$ cat src/rtl/mem_port_arbiter_if.sv
// Bundle of the fetch, data, memory and stall signals around mem_port_arbiter.
// slave: the arbiter's view. master: the surrounding pipeline/memory view.
interface mem_port_arbiter_if;
    // Fetch stage
    logic        if_req;
    logic [31:0] if_addr;
    logic        flush_F;
    logic [31:0] if_rdata;
    logic        if_valid;
    // Memory stage
    logic        dm_req;
    logic        dm_we;
    logic [31:0] dm_addr;
    logic [31:0] dm_wdata;
    logic [1:0]  dm_size;
    logic [31:0] dm_rdata;
    logic        dm_valid;
    // Unified memory
    logic        mem_req;
    logic        mem_we;
    logic [31:0] mem_addr;
    logic [31:0] mem_wdata;
    logic [1:0]  mem_size;
    logic [31:0] mem_rdata;
    logic        mem_ack;
    // Pipeline control
    logic        stall_F;
    logic        stall_M;
    logic        err;

    modport slave (
        input  if_req, if_addr, flush_F,
        input  dm_req, dm_we, dm_addr, dm_wdata, dm_size,
        input  mem_rdata, mem_ack,
        output if_rdata, if_valid, dm_rdata, dm_valid,
        output mem_req, mem_we, mem_addr, mem_wdata, mem_size,
        output stall_F, stall_M, err
    );

    modport master (
        output if_req, if_addr, flush_F,
        output dm_req, dm_we, dm_addr, dm_wdata, dm_size,
        output mem_rdata, mem_ack,
        input  if_rdata, if_valid, dm_rdata, dm_valid,
        input  mem_req, mem_we, mem_addr, mem_wdata, mem_size,
        input  stall_F, stall_M, err
    );
endinterface

$ cat src/rtl/mem_port_arbiter.sv
// Arbitrates the fetch and memory stages onto one single-ported memory,
// sequences each access through the req/ack handshake and stalls the waiter.
module mem_port_arbiter #(
    parameter int unsigned TIMEOUT = 64
) (
    input  logic              clk_i,
    input  logic              rst_ni,
    mem_port_arbiter_if.slave bus
);
    localparam int unsigned AW = 32;
    localparam int unsigned DW = 32;
    localparam int unsigned CW = $clog2(TIMEOUT + 1);
    localparam logic [1:0]  SIZE_WORD = 2'b10;

    typedef enum logic [1:0] {
        IDLE       = 2'd0,
        DATA_BUSY  = 2'd1,
        INSTR_BUSY = 2'd2
    } state_e;

    state_e          state_q, state_d;
    logic            mem_req_q, mem_req_d;
    logic            mem_we_q, mem_we_d;
    logic [AW-1:0]   mem_addr_q, mem_addr_d;
    logic [DW-1:0]   mem_wdata_q, mem_wdata_d;
    logic [1:0]      mem_size_q, mem_size_d;
    logic [DW-1:0]   if_rdata_q, if_rdata_d;
    logic [DW-1:0]   dm_rdata_q, dm_rdata_d;
    logic            if_valid_q, if_valid_d;
    logic            dm_valid_q, dm_valid_d;
    logic            discard_q, discard_d;
    logic [CW-1:0]   cnt_q, cnt_d;
    logic            err_q, err_d;
    logic            last_data_q, last_data_d;

    logic            if_elig, dm_elig, grant_if, grant_dm;

    // Alternating-priority arbitration; a requester in its valid cycle sits out
    assign if_elig  = bus.if_req & ~if_valid_q;
    assign dm_elig  = bus.dm_req & ~dm_valid_q;
    assign grant_if = if_elig & (~dm_elig | last_data_q);
    assign grant_dm = dm_elig & ~grant_if;

    // Next-state, transaction latching, read-data capture and watchdog
    always_comb begin
        state_d     = state_q;
        mem_req_d   = mem_req_q;
        mem_we_d    = mem_we_q;
        mem_addr_d  = mem_addr_q;
        mem_wdata_d = mem_wdata_q;
        mem_size_d  = mem_size_q;
        if_rdata_d  = if_rdata_q;
        dm_rdata_d  = dm_rdata_q;
        if_valid_d  = 1'b0;
        dm_valid_d  = 1'b0;
        discard_d   = discard_q;
        cnt_d       = cnt_q;
        err_d       = err_q;
        last_data_d = last_data_q;

        unique case (state_q)
            IDLE: begin
                if (grant_if) begin
                    state_d     = INSTR_BUSY;
                    mem_req_d   = 1'b1;
                    mem_we_d    = 1'b0;
                    mem_addr_d  = bus.if_addr;
                    mem_wdata_d = '0;
                    mem_size_d  = SIZE_WORD;
                    discard_d   = bus.flush_F;
                    cnt_d       = '0;
                    last_data_d = 1'b0;
                end else if (grant_dm) begin
                    state_d     = DATA_BUSY;
                    mem_req_d   = 1'b1;
                    mem_we_d    = bus.dm_we;
                    mem_addr_d  = bus.dm_addr;
                    mem_wdata_d = bus.dm_wdata;
                    mem_size_d  = bus.dm_size;
                    discard_d   = 1'b0;
                    cnt_d       = '0;
                    last_data_d = 1'b1;
                end
            end
            DATA_BUSY: begin
                if (bus.mem_ack) begin
                    dm_rdata_d = bus.mem_rdata;
                    dm_valid_d = 1'b1;
                    mem_req_d  = 1'b0;
                    state_d    = IDLE;
                end else if (cnt_q < CW'(TIMEOUT)) begin
                    cnt_d = cnt_q + CW'(1);
                end
            end
            INSTR_BUSY: begin
                // A redirect cannot abort the memory, only drop the result
                if (bus.flush_F) begin
                    discard_d = 1'b1;
                end
                if (bus.mem_ack) begin
                    if_rdata_d = bus.mem_rdata;
                    if_valid_d = ~(discard_q | bus.flush_F);
                    discard_d  = 1'b0;
                    mem_req_d  = 1'b0;
                    state_d    = IDLE;
                end else if (cnt_q < CW'(TIMEOUT)) begin
                    cnt_d = cnt_q + CW'(1);
                end
            end
            default: begin
                state_d = IDLE;
            end
        endcase

        if (state_q != IDLE && !bus.mem_ack && cnt_d == CW'(TIMEOUT)) begin
            err_d = 1'b1;
        end
    end

    // State and output registers
    always_ff @(posedge clk_i or negedge rst_ni) begin
        if (!rst_ni) begin
            state_q     <= IDLE;
            mem_req_q   <= 1'b0;
            mem_we_q    <= 1'b0;
            mem_addr_q  <= '0;
            mem_wdata_q <= '0;
            mem_size_q  <= '0;
            if_rdata_q  <= '0;
            dm_rdata_q  <= '0;
            if_valid_q  <= 1'b0;
            dm_valid_q  <= 1'b0;
            discard_q   <= 1'b0;
            cnt_q       <= '0;
            err_q       <= 1'b0;
            last_data_q <= 1'b0;
        end else begin
            state_q     <= state_d;
            mem_req_q   <= mem_req_d;
            mem_we_q    <= mem_we_d;
            mem_addr_q  <= mem_addr_d;
            mem_wdata_q <= mem_wdata_d;
            mem_size_q  <= mem_size_d;
            if_rdata_q  <= if_rdata_d;
            dm_rdata_q  <= dm_rdata_d;
            if_valid_q  <= if_valid_d;
            dm_valid_q  <= dm_valid_d;
            discard_q   <= discard_d;
            cnt_q       <= cnt_d;
            err_q       <= err_d;
            last_data_q <= last_data_d;
        end
    end

    assign bus.mem_req   = mem_req_q;
    assign bus.mem_we    = mem_we_q;
    assign bus.mem_addr  = mem_addr_q;
    assign bus.mem_wdata = mem_wdata_q;
    assign bus.mem_size  = mem_size_q;
    assign bus.if_rdata  = if_rdata_q;
    assign bus.dm_rdata  = dm_rdata_q;
    assign bus.if_valid  = if_valid_q;
    assign bus.dm_valid  = dm_valid_q;
    assign bus.err       = err_q;

    // Stalls are combinational so the pipeline freezes in the request cycle;
    // a discarded fetch does not stall, the redirected PC waits for IDLE.
    assign bus.stall_F = bus.if_req & ~if_valid_q & ~bus.flush_F & ~discard_q;
    assign bus.stall_M = bus.dm_req & ~dm_valid_q;
endmodule

$ cat src/flat_wrapper.sv
// flat-port wrapper written by rule: the top's interface ports become plain ports
module mem_port_arbiter_flat 
#(
    parameter int unsigned TIMEOUT = 64
)
  (clk_i, rst_ni, bus_if_req, bus_if_addr, bus_flush_F, bus_dm_req, bus_dm_we, bus_dm_addr, bus_dm_wdata, bus_dm_size, bus_mem_rdata, bus_mem_ack, bus_if_rdata, bus_if_valid, bus_dm_rdata, bus_dm_valid, bus_mem_req, bus_mem_we, bus_mem_addr, bus_mem_wdata, bus_mem_size, bus_stall_F, bus_stall_M, bus_err);
  mem_port_arbiter_if bus_i ();
  input  logic clk_i;
  input  logic rst_ni;
  input wire logic [$bits(bus_i.if_req)-1:0] bus_if_req;
  input wire logic [$bits(bus_i.if_addr)-1:0] bus_if_addr;
  input wire logic [$bits(bus_i.flush_F)-1:0] bus_flush_F;
  input wire logic [$bits(bus_i.dm_req)-1:0] bus_dm_req;
  input wire logic [$bits(bus_i.dm_we)-1:0] bus_dm_we;
  input wire logic [$bits(bus_i.dm_addr)-1:0] bus_dm_addr;
  input wire logic [$bits(bus_i.dm_wdata)-1:0] bus_dm_wdata;
  input wire logic [$bits(bus_i.dm_size)-1:0] bus_dm_size;
  input wire logic [$bits(bus_i.mem_rdata)-1:0] bus_mem_rdata;
  input wire logic [$bits(bus_i.mem_ack)-1:0] bus_mem_ack;
  output wire logic [$bits(bus_i.if_rdata)-1:0] bus_if_rdata;
  output wire logic [$bits(bus_i.if_valid)-1:0] bus_if_valid;
  output wire logic [$bits(bus_i.dm_rdata)-1:0] bus_dm_rdata;
  output wire logic [$bits(bus_i.dm_valid)-1:0] bus_dm_valid;
  output wire logic [$bits(bus_i.mem_req)-1:0] bus_mem_req;
  output wire logic [$bits(bus_i.mem_we)-1:0] bus_mem_we;
  output wire logic [$bits(bus_i.mem_addr)-1:0] bus_mem_addr;
  output wire logic [$bits(bus_i.mem_wdata)-1:0] bus_mem_wdata;
  output wire logic [$bits(bus_i.mem_size)-1:0] bus_mem_size;
  output wire logic [$bits(bus_i.stall_F)-1:0] bus_stall_F;
  output wire logic [$bits(bus_i.stall_M)-1:0] bus_stall_M;
  output wire logic [$bits(bus_i.err)-1:0] bus_err;
  assign bus_i.if_req = bus_if_req;
  assign bus_i.if_addr = bus_if_addr;
  assign bus_i.flush_F = bus_flush_F;
  assign bus_i.dm_req = bus_dm_req;
  assign bus_i.dm_we = bus_dm_we;
  assign bus_i.dm_addr = bus_dm_addr;
  assign bus_i.dm_wdata = bus_dm_wdata;
  assign bus_i.dm_size = bus_dm_size;
  assign bus_i.mem_rdata = bus_mem_rdata;
  assign bus_i.mem_ack = bus_mem_ack;
  assign bus_if_rdata = bus_i.if_rdata;
  assign bus_if_valid = bus_i.if_valid;
  assign bus_dm_rdata = bus_i.dm_rdata;
  assign bus_dm_valid = bus_i.dm_valid;
  assign bus_mem_req = bus_i.mem_req;
  assign bus_mem_we = bus_i.mem_we;
  assign bus_mem_addr = bus_i.mem_addr;
  assign bus_mem_wdata = bus_i.mem_wdata;
  assign bus_mem_size = bus_i.mem_size;
  assign bus_stall_F = bus_i.stall_F;
  assign bus_stall_M = bus_i.stall_M;
  assign bus_err = bus_i.err;
  mem_port_arbiter #(.TIMEOUT(TIMEOUT)) u_core (.clk_i(clk_i), .rst_ni(rst_ni), .bus(bus_i));
endmodule
$ cat config.mk
export PLATFORM = sky130hd
export DESIGN_NAME = mem_port_arbiter_flat
export DESIGN_NICKNAME = d
export VERILOG_FILES = /design/src/rtl/mem_port_arbiter_if.sv /design/src/rtl/mem_port_arbiter.sv /design/src/flat_wrapper.sv
export SDC_FILE = /design/constraint.sdc
export NUM_CORES = 1
export LEC_CHECK = 0
export BUFFER_PORTS_ARGS = -buffer_cell sky130_fd_sc_hd__buf_2
export CAP_MARGIN = 20
export CORE_ASPECT_RATIO = 0.75
export CORE_MARGIN = 4
export CORE_UTILIZATION = 39
export CTS_CLUSTER_DIAMETER = 50
export DETAILED_ROUTE_END_ITERATION = 10
export GPL_ROUTABILITY_DRIVEN = 1
export HOLD_SLACK_MARGIN = 0.15
export PLACE_DENSITY = 0.69
export SYNTH_ARGS = -nofsm -noshare
export SYNTH_HDL_FRONTEND = slang
export SYNTH_SLANG_ARGS = --single-unit
$ cat constraint.sdc
create_clock -name clk_i -period 1.93 [get_ports clk_i]
set_input_delay 0.4825 -clock clk_i [delete_from_list [all_inputs] [get_ports clk_i]]
set_output_delay 0.4825 -clock clk_i [all_outputs]
set_load 0.02 [all_outputs]
==> results of run 1 <==
cells by family (layout without fill, tap and decap cells):
| group | Yosys count | after routing | share of synthesized area [%] |
|---|---|---|---|
| buffers and inverters | 35 | 330 | 3.03 |
| adders and majority gates | 5 | 5 | 1.05 |
| AOI/OAI and AO/OA | 102 | 102 | 11.9 |
| DFF | 146 | 146 | 61.1 |
| and+or+nand+nor | 66 | 66 | 5.40 |
| xor gates and xnor gates | 1 | 1 | 0.146 |
| muxes | 96 | 96 | 17.4 |
report_power, final:
group / leakage [nW] / switching, mW / internal (mW) / total, mW
registers: 1.79 / 0.726 / 4.48 / 5.20
logic: 2.14 / 3.99 / 2.55 / 6.54
clock network: 0.260 / 1.36 / 1.72 / 3.07
layout by cell type, fill, tap and decap left out, types with 6 or more instances in the layout:
master / instances
a22o_1: 35
buf_12: 6
buf_2: 272
buf_4: 11
clkbuf_16: 17
dfrtp_1: 146
mux2_1: 64
mux2i_1: 32
nand2_1: 39
nor2_1: 6
o21ai_0: 9
o21ai_1: 35
state kept, by name, summed over array words and instances (netlist names):
signal and flops:
u_core.bus.mem_we 1, u_core.state_q 2, u_core.cnt_q 7, u_core.bus.dm_rdata 32
u_core.bus.dm_valid 1, u_core.bus.if_rdata 32, u_core.last_data_q 1, u_core.bus.mem_wdata 32
u_core.bus.mem_addr 32, u_core.discard_q 1, u_core.bus.mem_req 1, u_core.bus.err 1
u_core.bus.mem_size 2, u_core.bus.if_valid 1
stage by stage:
stage / hold slack [ns] / setup TNS [ns]
final: 0.276 / 0
after global routing: 0.259 / 0
after CTS: 0.256 / 0
after detailed placement: 0.413 / -0.0282
after global placement: 0.409 / 0
after floorplan: 0.187 / 0
repair_timing:
item                                   4_1_cts  5_1_grt
endpoints found under the hold margin       36        0
buffers inserted                             0        1
hold buffers                                 1        0
resized for setup                            1        4
setup endpoints to repair                    1        1
worst max path at each step:
stage          cells past startpoint                          to                          start
3_3_place_gp                       7  u_core.bus.err$_DFFE_PN0P_  u_core.state_q[0]$_DFFE_PN0P_
5_1_grt                            6  u_core.bus.err$_DFFE_PN0P_  u_core.state_q[0]$_DFFE_PN0P_
3_5_place_dp                       7  u_core.bus.err$_DFFE_PN0P_  u_core.state_q[0]$_DFFE_PN0P_
6_report                           3                 bus_stall_F  u_core.bus.if_valid$_DFF_PN0_
4_1_cts                            7  u_core.bus.err$_DFFE_PN0P_  u_core.state_q[0]$_DFFE_PN0P_
2_1_floorplan                      7  u_core.bus.err$_DFFE_PN0P_  u_core.state_q[0]$_DFFE_PN0P_
metal layers:
layer | GRT usage [%] | part of all wire [%]
met1 | 21.2 | 40
met2 | 30.7 | 51
met3 | 5.91 | 6.9
met4 | 4.53 | 1.3
met5 | 0 | 0
cell type report:
type	count	area, µm²	area share (%)
Sequential cell	146	3650	44.3
Multi-Input combinational cell	270	2170	26.3
Timing Repair Buffer	291	1590	19.2
Clock buffer	18	439	5.33
Tap cell	200	250	3.04
Clock inverter	14	121	1.47
Inverter	7	26.3	0.319
==> qor.csv, run 1 <==
stage,metric,value,unit
sta,rsz0062_at_grt,false,
global_routing,grt_max_degree,86,
sta,setup_ws,0.0953,ns
power_and_ir_drop,peakVddDrop,1.00,mV
route,dr.pass1.iters,4,
cts,cts_max_path_buffers,2,
hold_path,min_path_cells,2,
sta,drv_slew,0,
cts,insertion_delay,0.42,ns
cts,clockRootBuffer,clkbuf_16,
setup_path,critPathKind,flop to output port,
power_and_ir_drop,power_density,1800,nW/µm²
synthesis,synth_edf_count,0,
place,numPortBuffers,273,
setup_path,crit_buf_inv,1,
sta,relSlewSlack,69.4,%
sta,tightest_slew,0.459,ns
layout,finish.instance_area,8240,µm²
route,vias,4646,
layout,final_nets,875,
place,gp_congestion,0.861,
synthesis,synth_largest_area_cell,dfrtp_1,
route,viasPerCell,4.91,
layout,syn_to_final_growth,37.8,%
setup_path,rr_worst_depth,6,
setup_path,slowest_delay,0.39,ns
route,wirelength,15200,µm
layout,diodes,0,
synthesis,ys_types,45,
setup_path,cp_data_required_time,1.45,ns
setup_path,timing.rr.start,u_core.state_q[1]$_DFFE_PN0P_,
synthesis,yosys.area.top_type_share,61.1,%
setup_path,rr_endpoint,u_core.bus.err$_DFFE_PN0P_,
place,dp_hpwl,11400,µm
setup_path,r2r_slack,0.12,ns
die,ioPinCount,274,
cts,clock_sinks,146,
sta,min_period,1.83,ns
setup_path,crit_fanout,3,
layout,fillers,1257,
cts,clk_pin_slew,0.06,ns
die,die_h,115,µm
global_routing,grt.total_usage,17.6,%
sta,maxClockFrequency,545,MHz
place,place_area,7650,µm²
route,drc,0,
hold_path,min_from,bus_flush_F,
synthesis,yosysSeqAreaShare,61.1,%
cts,htree_levels,4,
setup_path,crit_arrival,1.35,ns
cts,cts_made_buffers,17,
synthesis,yosysMostFrequentCell,dfrtp_1,
synthesis,ys_ff_latch,146,
sta,final-hold-violation-count,0,
setup_path,path_cells,nand2b_1 > nor3_1 > buf_2,
die,core,14700,µm²
power_and_ir_drop,leakage,4.19,nW
global_routing,antenna_found_initial,0,
synthesis,synth_cells,451,
die,die_x,151,µm
synthesis,synth_ff_type,dfrtp_1,
hold_path,hp-class,primary input to flop,
power_and_ir_drop,finalPower,14.8,mW
synthesis,synth_area_leaders,"dfrtp_1 61%, mux2_1 12%, mux2i_1 5.4%, a22o_1 5.1%, o21ai_1 2.8%",
setup_path,crit_path_end_kind,output port,
synthesis,syn_avg_cell_area,13.3,µm²
outcome,status,finished clean,
place,pre_cts_slack,-0.0282,ns
sta,setup_viol,0,
layout,layout-drive-gt1-share,44.9,%
layout,utilization,55.9,%
global_routing,overflow,0,
place,dp_cells,912,
synthesis,yosys-top-cells-count,"146 x dfrtp_1, 64 x mux2_1, 39 x nand2_1, 35 x a22o_1, 34 x o21ai_1",
route,ant_nets,0,
setup_path,critPathTopFamily,flip-flops,
setup_path,crit_path_top_delay_cell,dfrtp_1,
route,drtIter0Drc,137,
route,wl_per_cell,16.0,µm
synthesis,syn_nets,593,
flow_run,drv_cap,0,
synthesis,async_flop_share,100,%
layout,layout.cells.non_filler,946,
sta,skew,0.0140,ns
global_routing,grt_pass1_vias,4877,
hold_path,holdPathEnd,u_core.bus.if_valid$_DFF_PN0_,
die,initial_core_util,40.6,%
cts,tritoncts,done,
synthesis,ys_warn_count,0,
die,rows,38,
global_routing,grt_pass1_wl,24300,µm
sta,finalCritPeriodShare,95.1,%
synthesis,syn_area,5980,µm²
setup_path,start_kind,flop,
die,die_area,17400,µm²
Power figures use the tool's default switching activity.
==> inputs of run 2 (changes only) <==
--- a/config.mk
+++ b/config.mk
@@ -10,11 +10,14 @@
 export CORE_ASPECT_RATIO = 0.75
 export CORE_MARGIN = 4
 export CORE_UTILIZATION = 39
+export CTS_BUF_LIST = sky130_fd_sc_hd__clkbuf_16
 export CTS_CLUSTER_DIAMETER = 50
 export DETAILED_ROUTE_END_ITERATION = 10
 export GPL_ROUTABILITY_DRIVEN = 1
 export HOLD_SLACK_MARGIN = 0.15
 export PLACE_DENSITY = 0.69
+export REMOVE_ABC_BUFFERS = 1
+export SKIP_CTS_REPAIR_TIMING = 1
 export SYNTH_ARGS = -nofsm -noshare
 export SYNTH_HDL_FRONTEND = slang
 export SYNTH_SLANG_ARGS = --single-unit
==> run 2 against run 1 <==
Against the previous run: first-iteration DRC count rose by 48%; via count is 0.62% higher; critical path depth increased by 4; combinational power increased by 2%; cell count up 0.21%; sequential share of layout area down 0.21 points; critical path type is now flop to flop.
==> qor.csv, run 2 (synthesis results as in run 1) <==
stage,metric,value,unit,change
cts,clk_pin_slew,0.06,ns,about the same
layout,final_nets,876,,+0.11%
die,ioPinCount,274,,unchanged
route,vias,4675,,+0.62%
hold_path,hp-class,primary input to flop,,
route,dr.pass1.iters,4,,unchanged
sta,hold_ws,0.281,ns,+0.00539 ns
cts,htree_levels,4,,unchanged
sta,relSlewSlack,67.4,%,-2.0 points
setup_path,crit_buf_inv,1,,unchanged
outcome,status,finished clean,,
cts,insertion_delay,0.41,ns,about the same
cts,clockRootBuffer,clkbuf_16,,
global_routing,antenna_found_initial,0,,unchanged
die,die_h,115,µm,unchanged
sta,final-hold-violation-count,0,,unchanged
global_routing,overflow,0,,unchanged
route,viasPerCell,4.93,,+0.41%
flow_run,drv_cap,0,,unchanged
sta,tns,0,ns,unchanged
hold_path,min_path_cells,2,,unchanged
die,die_x,151,µm,unchanged
layout,syn_to_final_growth,38.5,%,
sta,setup_ws,0.0925,ns,-0.00284 ns
power_and_ir_drop,intPower,8.76,mW,+0.24%
die,initial_core_util,40.6,%,unchanged
place,dp_hpwl,11800,µm,+3.5%
power_and_ir_drop,power_density,1800,nW/µm²,about the same
cts,cts_made_buffers,17,,unchanged
global_routing,grt_pass1_vias,4971,,+1.9%
layout,finish.instance_area,8280,µm²,+0.47%
layout,final_common_cell,buf_2,,
power_and_ir_drop,p_sw_share,41.1,%,+0.079 points
hold_path,holdPathEnd,u_core.bus.mem_wdata[4]$_DFFE_PN0P_,,
route,wl_per_cell,16.6,µm,+3.6%
setup_path,slowest_delay,0.41,ns,+0.02 ns
global_routing,grt_pass1_wl,25100,µm,+3.5%
power_and_ir_drop,pwr-share-seq,35.1,%,about the same
global_routing,grt.total_usage,18.4,%,+0.76 points
setup_path,timing.rr.start,u_core.state_q[1]$_DFFE_PN0P_,,
sta,drv_slew,0,,unchanged
route,drtIter0Drc,203,,+48%
hold_path,min_from,bus_dm_wdata[4],,
place,pre_cts_slack,-0.0715,ns,-0.0433 ns
cts,clock_sinks,146,,unchanged
setup_path,r2r_slack,0.09,ns,-0.03 ns
sta,setup_viol,0,,unchanged
sta,tightest_slew,0.489,ns,+0.0298 ns
place,numPortBuffers,273,,unchanged
setup_path,rr_endpoint,u_core.bus.err$_DFFE_PN0P_,,
setup_path,critPathTopFamily,simple AND/OR/NAND/NOR gates,,
power_and_ir_drop,peakVddDrop,0.998,mV,-0.38%
setup_path,start_kind,flop,,
sta,skew,0.00685,ns,-0.00714 ns
setup_path,crit_arrival,2.15,ns,+0.80 ns
setup_path,path_cells,inv_2 > ha_4 > and2_1 > o21ai_1 > o311ai_1 > or3b_1 > o41ai_2,,
setup_path,crit_fanout,8,,+5
power_and_ir_drop,clkPwrFrac,20.0,%,-0.7 points
sta,finalCritPeriodShare,95.2,%,+0.15 points
layout,mostFrequentLayoutCells,"272 x buf_2, 146 x dfrtp_1, 64 x mux2_1",,
die,rows,38,,unchanged
setup_path,cp_data_required_time,2.25,ns,+0.80 ns
die,core,14700,µm²,unchanged
setup_path,rr_worst_depth,7,,+1
power_and_ir_drop,finalPower,14.9,mW,+0.38%
setup_path,crit_path_end_kind,flop,,
layout,layout-drive-gt1-share,45.4,%,+0.48 points
sta,min_period,1.84,ns,+0.00284 ns
cts,cts_max_path_buffers,2,,unchanged
cts,tritoncts,done,,
power_and_ir_drop,p_sw,6.11,mW,+0.57%
route,ant_nets,0,,unchanged
setup_path,critPathKind,flop to flop,,
place,place_area,7680,µm²,+0.33%
power_and_ir_drop,combPwrFrac,44.9,%,+0.8 points
route,wirelength,15700,µm,+3.9%
sta,maxClockFrequency,544,MHz,-0.15%
global_routing,grt_max_degree,54,,-37%
power_and_ir_drop,leakage,4.21,nW,+0.52%
route,drc,0,,unchanged
setup_path,crit_path_top_delay_cell,dfrtp_1,,
place,gp_congestion,0.834,,-3.1%
die,die_area,17400,µm²,unchanged
-- run 2: layer usage --
metal	up-vias	share of wire, %	wire length, µm	track usage (%)
li1	2185	-	-	-
met1	2305	40	6300	22.6
met2	168	52	8130	31.4
met3	17	6.7	1060	5.16
met4	0	1.6	246	6.40
met5	-	0	0	0
-- run 2: power groups by stage --
stage                     Clock [mW]  Combinational, mW  Sequential, mW
after floorplan                    0               2.35            6.86
after global placement             0               6.50            5.18
after detailed placement           0               6.68            5.23
after CTS                       3.05               6.67            5.22
after global routing            3.20               7.23            5.40
final                           2.98               6.68            5.22
-- run 2: how the worst max path moves through the flow --
stage,startpoint,to,slack (ns),cells past startpoint
3_3_place_gp,u_core.state_q[0]$_DFFE_PN0P_,u_core.bus.err$_DFFE_PN0P_,0.03,7
4_1_cts,u_core.state_q[1]$_DFFE_PN0P_,u_core.bus.err$_DFFE_PN0P_,-0.07,7
2_1_floorplan,u_core.bus.dm_valid$_DFF_PN0_,u_core.bus.mem_size[0]$_DFFE_PN0P_,-1.69,5
3_5_place_dp,u_core.state_q[1]$_DFFE_PN0P_,u_core.bus.err$_DFFE_PN0P_,-0.07,7
6_report,u_core.state_q[1]$_DFFE_PN0P_,u_core.bus.err$_DFFE_PN0P_,0.09,7
5_1_grt,u_core.state_q[1]$_DFFE_PN0P_,u_core.bus.err$_DFFE_PN0P_,-0.007,7
-- run 2: area by class of cell --
type | count | area [µm²]
Timing Repair Buffer | 292 | 1620
Tap cell | 200 | 250
Clock buffer | 17 | 425
Antenna cell | 1 | 2.50
Clock inverter | 15 | 113
Sequential cell | 146 | 3650
Multi-Input combinational cell | 270 | 2190
Inverter | 7 | 26.3
Fill cell | 1281 | 6460
-- run 2: through the flow --
stage / cells / utilization [%]
finish: 948 / 56.2
global route: 947 / 56.2
CTS: 944 / 55.7
detailed placement: 912 / 52.1
global placement: 912 / 52.1
floorplan: 423 / -
-- run 2: worst register-to-register path: cells and delay by family, from the launching register on --
kind | cells | cell delay [ns]
compound gates | 3 | 0.41
fa+ha+maj | 1 | 0.23
buf+inv | 1 | 0.11
flops | 1 | 0.41
simple gates | 2 | 0.59
==> inputs of run 3 (changes only) <==
--- a/config.mk
+++ b/config.mk
@@ -17,6 +17,7 @@
 export HOLD_SLACK_MARGIN = 0.15
 export PLACE_DENSITY = 0.69
 export REMOVE_ABC_BUFFERS = 1
+export SETUP_SLACK_MARGIN = 0.3
 export SKIP_CTS_REPAIR_TIMING = 1
 export SYNTH_ARGS = -nofsm -noshare
 export SYNTH_HDL_FRONTEND = slang
==> run 3 against run 2 <==
Against the previous run: hold slack about the same; cell area increased by 1.3%; utilization increased by 0.76 points; clock skew decreased by 0.0015 ns; die area unchanged; setup slack improved by 0.015 ns; via count decreased by 0.64%; critical endpoint unchanged; highest routed layer unchanged.
==> qor.csv, run 3 (synthesis results as in run 1) <==
stage,metric,value,unit,change
place,place_area,7680,µm²,unchanged
place,dp_cells,912,,unchanged
outcome,status,finished clean,,
cts,insertion_delay,0.41,ns,about the same
sta,final-hold-violation-count,0,,unchanged
cts,clockRootBuffer,clkbuf_16,,
setup_path,rr_worst_depth,7,,unchanged
route,drc,0,,unchanged
flow_run,drv_cap,0,,unchanged
layout,finish.instance_area,8390,µm²,+1.3%
setup_path,crit_arrival,2.14,ns,about the same
sta,maxClockFrequency,549,MHz,+0.81%
sta,tns,0,ns,unchanged
sta,rsz0062_at_grt,true,,
setup_path,critPathKind,flop to flop,,
layout,layout.cells.non_filler,951,,+0.32%
power_and_ir_drop,leakage,4.24,nW,+0.77%
cts,cts_made_buffers,17,,unchanged
layout,utilization,56.9,%,+0.76 points
global_routing,grt_max_degree,54,,unchanged
hold_path,holdPathEnd,u_core.bus.mem_wdata[25]$_DFFE_PN0P_,,
layout,layout-drive-gt1-share,46.5,%,+1.2 points
route,drtIter0Drc,193,,-4.9%
setup_path,rr_endpoint,u_core.bus.err$_DFFE_PN0P_,,
sta,relSlewSlack,67.5,%,+0.14 points
power_and_ir_drop,peakVddDrop,0.998,mV,about the same
hold_path,min_from,bus_dm_wdata[25],,
route,dr.pass1.iters,4,,unchanged
route,viasPerCell,4.88,,-0.96%
global_routing,overflow,0,,unchanged
cts,clock_sinks,146,,unchanged
sta,hold_ws,0.281,ns,-0.000169 ns
layout,syn_to_final_growth,40.3,%,
place,dp_hpwl,11800,µm,unchanged
setup_path,timing.rr.start,u_core.state_q[1]$_DFFE_PN0P_,,
setup_path,start_kind,flop,,
die,die_h,115,µm,unchanged
cts,cts_max_path_buffers,2,,unchanged
route,wirelength,16000,µm,+1.4%
setup_path,r2r_slack,0.11,ns,about the same
power_and_ir_drop,finalPower,15.0,mW,+0.79%
global_routing,antenna_found_initial,0,,unchanged
cts,clk_pin_slew,0.06,ns,about the same
hold_path,hp-class,primary input to flop,,
global_routing,grt.total_usage,18.4,%,unchanged
route,ant_nets,0,,unchanged
route,vias,4645,,-0.64%
setup_path,cp_data_required_time,2.24,ns,about the same
place,numPortBuffers,273,,unchanged
die,ioPinCount,274,,unchanged
global_routing,grt_pass1_wl,25100,µm,unchanged
global_routing,grt_pass1_vias,4971,,unchanged
place,gp_congestion,0.834,,unchanged
sta,finalCritPeriodShare,94.4,%,-0.76 points
sta,min_period,1.82,ns,-0.0147 ns
setup_path,crit_path_end_kind,flop,,
power_and_ir_drop,power_density,1790,nW/µm²,-0.55%
die,die_area,17400,µm²,unchanged
die,rows,38,,unchanged
die,die_x,151,µm,unchanged
layout,final_common_cell,buf_2,,
hold_path,min_path_cells,2,,unchanged
route,wl_per_cell,16.8,µm,+1.1%
sta,drv_slew,0,,unchanged
layout,mostFrequentLayoutCells,"270 x buf_2, 145 x dfrtp_1, 64 x mux2_1",,
place,pre_cts_slack,-0.0715,ns,unchanged
sta,tightest_slew,0.487,ns,-0.00215 ns
die,initial_core_util,40.6,%,unchanged
sta,skew,0.00532,ns,-0.00153 ns
cts,tritoncts,done,,
sta,setup_viol,0,,unchanged
layout,final_nets,879,,+0.34%
sta,setup_ws,0.107,ns,+0.0147 ns
setup_path,crit_fanout,8,,unchanged
cts,htree_levels,4,,unchanged
die,core,14700,µm²,unchanged
==> run 3: changes by cell type in the layout (fill, tap and decap cells not counted), moves of 2 or more <==
cell / change
buf_4: +2
buf_6: +2
buf_2: -2
nand2b_4: +2
==> run 3: per-layer routing <==
metal	part of all wire, %	track usage [%]	vias to the layer above
met2	52	31.4	138
met5	0	0	-
li1	-	-	2187
met1	41	22.6	2305
met3	6.0	5.16	15
met4	1.5	6.40	0
==> run 3: critical path, cell delays in order (launching register included) <==
cell,delay [ns]
dfrtp_1,0.41
inv_2,0.10
ha_4,0.23
and2_4,0.17
o21ai_1,0.11
o311ai_1,0.10
or3b_1,0.40
o41ai_2,0.19
==> run 3: power breakdown <==
group / total [mW] / internal, mW / switching [mW]
combinational: 6.79 / 2.70 / 4.09
clock: 2.98 / 1.65 / 1.32
sequential: 5.23 / 4.48 / 0.748
total: 15.0 / 8.83 / 6.16
==> run 3: layout make-up <==
class | instances | area (µm²)
well taps | 200 | 250
multi-input cells | 270 | 2250
diodes | 1 | 2.50
flip-flops and latches | 146 | 3650
inverters | 7 | 26.3
repair buffers | 295 | 1670
fillers | 1275 | 6350
clock buffers | 17 | 425
clock inverters | 15 | 113
==> run 3: how the worst max path moves through the flow <==
stage	from	end	slack (ns)	cells past startpoint
final	u_core.state_q[1]$_DFFE_PN0P_	u_core.bus.err$_DFFE_PN0P_	0.11	7
after global routing	u_core.state_q[1]$_DFFE_PN0P_	u_core.bus.err$_DFFE_PN0P_	0.01	7
after CTS	u_core.state_q[1]$_DFFE_PN0P_	u_core.bus.err$_DFFE_PN0P_	-0.07	7
after detailed placement	u_core.state_q[1]$_DFFE_PN0P_	u_core.bus.err$_DFFE_PN0P_	-0.07	7
after global placement	u_core.state_q[0]$_DFFE_PN0P_	u_core.bus.err$_DFFE_PN0P_	0.03	7
after floorplan	u_core.bus.dm_valid$_DFF_PN0_	u_core.bus.mem_size[0]$_DFFE_PN0P_	-1.69	5
